## config.mk

```make
export PLATFORM = sky130hd
export DESIGN_NAME = load_ext_pipe_flat
export DESIGN_NICKNAME = d
export VERILOG_FILES = /design/src/rtl/load_ext_if.sv /design/src/rtl/load_ext_pipe.sv /design/src/flat_wrapper.sv
export SDC_FILE = /design/constraint.sdc
export NUM_CORES = 1
export LEC_CHECK = 0
export CAP_MARGIN = 25
export CORE_MARGIN = 4
export CORE_UTILIZATION = 51
export CTS_CLUSTER_DIAMETER = 100
export DETAILED_ROUTE_END_ITERATION = 8
export PLACE_DENSITY = 0.81
export SLEW_MARGIN = 40
export SYNTH_ARGS = -nofsm -noshare
export SYNTH_HDL_FRONTEND = slang
export SYNTH_SLANG_ARGS = --single-unit
```

## constraint.sdc

```tcl
create_clock -name clk -period 2 [get_ports clk]
set_input_delay 0.3 -clock clk [delete_from_list [all_inputs] [get_ports clk]]
set_output_delay 0.3 -clock clk [all_outputs]
set_load 0.02 [all_outputs]
```

## src/rtl/load_ext_if.sv

```systemverilog
// Load-extract handshake bundle: request side (in_*) and registered result side (out_*).
// master drives requests and out_ready; slave is the extractor pipe.
interface load_ext_if #(
    parameter int unsigned DATA_W = 32,
    parameter int unsigned TAG_W  = 5
);
    localparam int unsigned OffW = $clog2(DATA_W / 8);

    logic              in_valid;
    logic              in_ready;
    logic [DATA_W-1:0] in_data;
    logic [OffW-1:0]   in_offset;
    logic [1:0]        in_size;
    logic              in_signed;
    logic [TAG_W-1:0]  in_tag;

    logic              out_valid;
    logic              out_ready;
    logic [DATA_W-1:0] out_data;
    logic [TAG_W-1:0]  out_tag;
    logic              out_err;

    modport master (
        output in_valid, in_data, in_offset, in_size, in_signed, in_tag, out_ready,
        input  in_ready, out_valid, out_data, out_tag, out_err
    );

    modport slave (
        input  in_valid, in_data, in_offset, in_size, in_signed, in_tag, out_ready,
        output in_ready, out_valid, out_data, out_tag, out_err
    );
endinterface

```

## src/rtl/load_ext_pipe.sv

```systemverilog
// Load-data lane extractor with sign/zero extension, registered behind an output
// register plus one skid entry so in_ready never depends combinationally on out_ready.
module load_ext_pipe #(
    parameter int unsigned DATA_W = 32,
    parameter int unsigned TAG_W  = 5
) (
    input logic       clk,
    input logic       rst_n,
    load_ext_if.slave bus
);
    typedef struct packed {
        logic [DATA_W-1:0] data;
        logic [TAG_W-1:0]  tag;
        logic              err;
    } entry_t;

    typedef enum logic [1:0] {StEmpty, StOne, StFull} state_e;

    state_e state_q, state_d;
    entry_t or_q, sk_q, ext;
    logic   in_ready_q;
    logic   accept, emit;
    logic   or_load, or_from_sk, sk_load;

    logic [DATA_W-1:0] lane, keep;
    logic [3:0]        size_mask;
    logic              msb, misalign, illegal;

    // Extraction and extension happen before any register, so SK holds finished results.
    always_comb begin
        lane      = bus.in_data >> {bus.in_offset, 3'b000};
        size_mask = (4'd1 << bus.in_size) - 4'd1;
        misalign  = |(size_mask & 4'(bus.in_offset));
        illegal   = (bus.in_size == 2'd3) && (DATA_W == 32);
        keep      = '1;
        msb       = lane[DATA_W-1];
        case (bus.in_size)
            2'd0:    begin keep = DATA_W'(8'hFF);         msb = lane[7];  end
            2'd1:    begin keep = DATA_W'(16'hFFFF);      msb = lane[15]; end
            2'd2:    begin keep = DATA_W'(32'hFFFF_FFFF); msb = lane[31]; end
            default: ;
        endcase
        ext.tag = bus.in_tag;
        ext.err = misalign | illegal;
        if (ext.err) begin
            ext.data = '0;
        end else begin
            ext.data = (lane & keep) | ((bus.in_signed && msb) ? ~keep : '0);
        end
    end

    assign accept = bus.in_valid & in_ready_q;
    assign emit   = (state_q != StEmpty) & bus.out_ready;

    always_ff @(posedge clk or negedge rst_n) begin
        if (!rst_n) begin
            state_q <= StEmpty;
        end else begin
            state_q <= state_d;
        end
    end

    always_comb begin
        state_d = state_q;
        unique case (state_q)
            StEmpty: if (accept) state_d = StOne;
            StOne: begin
                if (accept && !emit)      state_d = StFull;
                else if (!accept && emit) state_d = StEmpty;
            end
            StFull:  if (emit) state_d = StOne;
            default: state_d = StEmpty;
        endcase
    end

    always_comb begin
        or_load    = 1'b0;
        or_from_sk = 1'b0;
        sk_load    = 1'b0;
        unique case (state_q)
            StEmpty: or_load = accept;
            StOne: begin
                or_load = accept & emit;
                sk_load = accept & ~emit;
            end
            StFull: begin
                or_load    = emit;
                or_from_sk = 1'b1;
            end
            default: ;
        endcase
    end

    always_ff @(posedge clk or negedge rst_n) begin
        if (!rst_n) begin
            or_q       <= '0;
            sk_q       <= '0;
            in_ready_q <= 1'b1;
        end else begin
            in_ready_q <= (state_d != StFull);
            if (or_load) or_q <= or_from_sk ? sk_q : ext;
            if (sk_load) sk_q <= ext;
        end
    end

    assign bus.in_ready  = in_ready_q;
    assign bus.out_valid = (state_q != StEmpty);
    assign bus.out_data  = or_q.data;
    assign bus.out_tag   = or_q.tag;
    assign bus.out_err   = or_q.err;
endmodule

```

## src/flat_wrapper.sv

```systemverilog
// flat-port wrapper written by rule: the top's interface ports become plain ports
module load_ext_pipe_flat 
#(
    parameter int unsigned DATA_W = 32,
    parameter int unsigned TAG_W  = 5
)
  (clk, rst_n, bus_in_valid, bus_in_data, bus_in_offset, bus_in_size, bus_in_signed, bus_in_tag, bus_out_ready, bus_in_ready, bus_out_valid, bus_out_data, bus_out_tag, bus_out_err);
  load_ext_if #(.DATA_W(DATA_W), .TAG_W(TAG_W)) bus_i ();
  input logic clk;
  input logic rst_n;
  input wire logic [$bits(bus_i.in_valid)-1:0] bus_in_valid;
  input wire logic [$bits(bus_i.in_data)-1:0] bus_in_data;
  input wire logic [$bits(bus_i.in_offset)-1:0] bus_in_offset;
  input wire logic [$bits(bus_i.in_size)-1:0] bus_in_size;
  input wire logic [$bits(bus_i.in_signed)-1:0] bus_in_signed;
  input wire logic [$bits(bus_i.in_tag)-1:0] bus_in_tag;
  input wire logic [$bits(bus_i.out_ready)-1:0] bus_out_ready;
  output wire logic [$bits(bus_i.in_ready)-1:0] bus_in_ready;
  output wire logic [$bits(bus_i.out_valid)-1:0] bus_out_valid;
  output wire logic [$bits(bus_i.out_data)-1:0] bus_out_data;
  output wire logic [$bits(bus_i.out_tag)-1:0] bus_out_tag;
  output wire logic [$bits(bus_i.out_err)-1:0] bus_out_err;
  assign bus_i.in_valid = bus_in_valid;
  assign bus_i.in_data = bus_in_data;
  assign bus_i.in_offset = bus_in_offset;
  assign bus_i.in_size = bus_in_size;
  assign bus_i.in_signed = bus_in_signed;
  assign bus_i.in_tag = bus_in_tag;
  assign bus_i.out_ready = bus_out_ready;
  assign bus_in_ready = bus_i.in_ready;
  assign bus_out_valid = bus_i.out_valid;
  assign bus_out_data = bus_i.out_data;
  assign bus_out_tag = bus_i.out_tag;
  assign bus_out_err = bus_i.out_err;
  load_ext_pipe #(.DATA_W(DATA_W), .TAG_W(TAG_W)) u_core (.clk(clk), .rst_n(rst_n), .bus(bus_i));
endmodule
```

==> flow_metrics.py <==
metrics = {
    "power_and_ir_drop": {
        "peakVddDrop_mv": 0.741,
        "powerDensity_mw_per_mm2": 1270,
        "leakage_nw": 2.42,
        "p_total_w": 0.00675,
    },
    "global_routing": {
        "first_global_vias": 3609,
        "track_usage": 0.251,
        "grt_pass1_wl_mm": 17.5,
        "grt.overflow.total": 0,
        "antenna_found_initial": 0,
        "grt_max_degree": 55,
    },
    "setup_path": {
        "startpoint_type": "input port",
        "path_max_fanout": 15,
        "crit_buf_inv": 3,
        "critPathMaxStageDelay_ns": 0.50,
        "path_class": "input port to register",
        "critical_path.slowest_cell": "clkdlybuf4s50_1",
        "path_delay_family": "buffers and inverters",
        "arrival_ns": 2.17,
        "crit_chain": "clkdlybuf4s50_1 -> buf_4 -> mux2_4 -> o21a_2 -> a41oi_4 -> buf_12 -> o2bb2ai_1 -> o21ai_1",
        "crit_required_ns": 2.25,
        "end_kind": "register",
    },
    "layout": {
        "num-fill-cells": 521,
        "fin_nets": 564,
        "synthToLayoutAreaGrowth_pct": 36.6,
        "finalInstanceArea_mm2": 0.00533,
        "antenna_cells": 0,
        "multi_input_area_mm2": 0.00177,
        "regArea_mm2": 0.00198,
        "layout-drive-gt1-share": 0.149,
    },
    "die": {
        "initial_core_util": 0.532,
        "die_area_mm2": 0.00911,
        "core_mm2": 0.00733,
        "io_pins": 86,
        "die_w_um": 95.4,
        "fp.dieH_um": 95.4,
        "num_rows": 31,
    },
    "yosys": {
        "synth_cells": 404,
        "yosys.area.top_type_share": 0.501,
        "synthTopCellsByArea": "dfrtp_1 (50%), nand2_1 (9.7%), mux2i_1 (5.9%)",
        "yosysWarnings": 0,
        "synthTopCellsByCount": "nand2_1 (101), dfrtp_1 (78), nor2_1 (25)",
        "synth_cell_types": 46,
        "seq_area_frac_synth": 0.507,
        "yosysMostFrequentCell": "nand2_1",
        "syn_area_per_cell_um2": 9.65,
        "synthArstFlopShare": 1.00,
        "synth_top_cell_by_area": "dfrtp_1",
        "synth_seq_cells": 79,
        "syn_nets": 450,
        "syn_area_mm2": 0.00390,
        "ys.flop_type": "dfrtp_1",
        "synth_edf_count": 0,
    },
    "sta": {
        "holdWs_ns": 0.387,
        "max-slew-margin-rel": 0.643,
        "slew_viol_final": 0,
        "grt_setup_unrepaired": "false",
        "period_needed_ns": 1.92,
        "max_freq_mhz": 522,
        "timing.final.crit_share": 0.959,
        "setup_viol": 0,
        "finClkSkew_ns": 0.0128,
        "hold_viol": 0,
        "worstMarginPinSlew_ns": 0.535,
        "setup_ws_ns": 0.0827,
    },
    "route": {
        "drc": 0,
        "routed_wl_mm": 10.7,
        "viasPerCell": 5.60,
        "wl_per_cell_um": 17.2,
        "vias": 3483,
        "firstDrtPassIters": 6,
        "drt-initial-drc-count": 245,
        "postRouteAntennaNets": 0,
    },
    "clock_tree": {
        "clockBufferDepth": 2,
        "root_buffer": "clkbuf_8",
        "numClockSinks": 79,
        "clkLatencyLatePin_ns": 0.36,
        "cts_inserted_buffers": 9,
        "cts_max_level": 3,
        "clkSlewWorstSetupHoldPaths_ns": 0.09,
        "cts_tree": "yes",
    },
    "placed_design": {
        "place.gp.congestion": 0.883,
        "dp_hpwl_mm": 7.59,
        "place_area_mm2": 0.00509,
        "io_buffers": 85,
        "post-place-ws_ns": -0.270,
    },
    "job": {
        "drv_cap": 0,
    },
    "hold_path": {
        "holdCritPathClass": "input port to async pin",
    },
    "run_status": {
        "status": "finished clean",
    },
}
final timing paths:
kind	to	slack [ns]	startpoint	cells after the start
setup / recovery	u_core.bus.out_data[21]	0.08	bus_in_offset[1]	8
hold / removal	u_core.bus.out_data[2]	0.39	rst_n	2
setup reg to reg	u_core.sk_q[23]	0.15	u_core.bus.in_ready	7
hold reg to reg	u_core.sk_q[3]	0.48	u_core.sk_q[3]	2
max in group asynchronous	u_core.bus.in_ready	0.96	rst_n	3
min in group clk	u_core.sk_q[3]	0.48	u_core.sk_q[3]	2
kinds of logic after synthesis:
kind of cell	Yosys count	share of synthesized area
buf+inv	30	0.0440
simple gates	148	0.162
flops	79	0.507
compound gates	121	0.215
mux	26	0.0716
repair_timing:
item,in CTS,in global routing
resized for setup,0,2
setup endpoints to repair,0,7
buffers inserted,0,3
hold buffers,1,0
endpoints found under the hold margin,25,0
metal layers:
layer | GRT usage | vias to the layer above | share of wire
met5 | 0 | - | 0
met4 | 0.107 | 0 | 0.019
met3 | 0.0426 | 18 | 0.071
met2 | 0.388 | 132 | 0.48
met1 | 0.351 | 1685 | 0.43
li1 | - | 1648 | -
where the power goes:
part           switching (W)  internal, W  leakage, nW
sequential          0.000428      0.00231         1.01
clock               0.000630     0.000579       0.0998
combinational        0.00145      0.00136         1.31
per-stage QoR:
step	TNS, ns	util	std cells
after floorplan	0	-	404
after global placement	-8.96	0.694	602
after detailed placement	-10.61	0.694	602
after CTS	0	0.722	619
after global routing	0	0.727	622
final	0	0.727	622
worst reg2reg max path, delay by kind of cell, from the launching register on:
kind                   cells  cell delay, ns
DFF                        1            0.55
and+or+nand+nor            3            0.45
buffers and inverters      2            0.41
AOI/OAI and AO/OA          2            0.33
placed cells by master (no fill, tap or decap), types with 3 or more instances in the layout:
master             n
nand2_1          101
clkdlybuf4s50_1   83
dfrtp_1           78
buf_4             40
nor2_1            25
mux2i_1           23
a21oi_1           23
o21ai_1           23
o21ai_0           16
o2bb2ai_1         15
a211oi_1          14
nor2b_1           10
clkbuf_8           9
a22o_1             8
a221o_1            8
buf_12             5
clkinv_2           3
state kept, by name (all words and copies together) (netlist names):
signal,cells
u_core.state_q,2
u_core.sk_q,38
u_core.bus.out_data,32
u_core.bus.out_err,1
u_core.bus.out_tag,5
u_core.bus.in_ready,1
final cells by class:
type | instances | area share
clock buffers | 9 | 0.0233
inverters | 3 | 0.00211
well taps | 99 | 0.0233
clock inverters | 7 | 0.0132
repair buffers | 130 | 0.235
flip-flops and latches | 79 | 0.371
multi-input cells | 295 | 0.331
No activity file was read; power rests on OpenSTA's default activity.
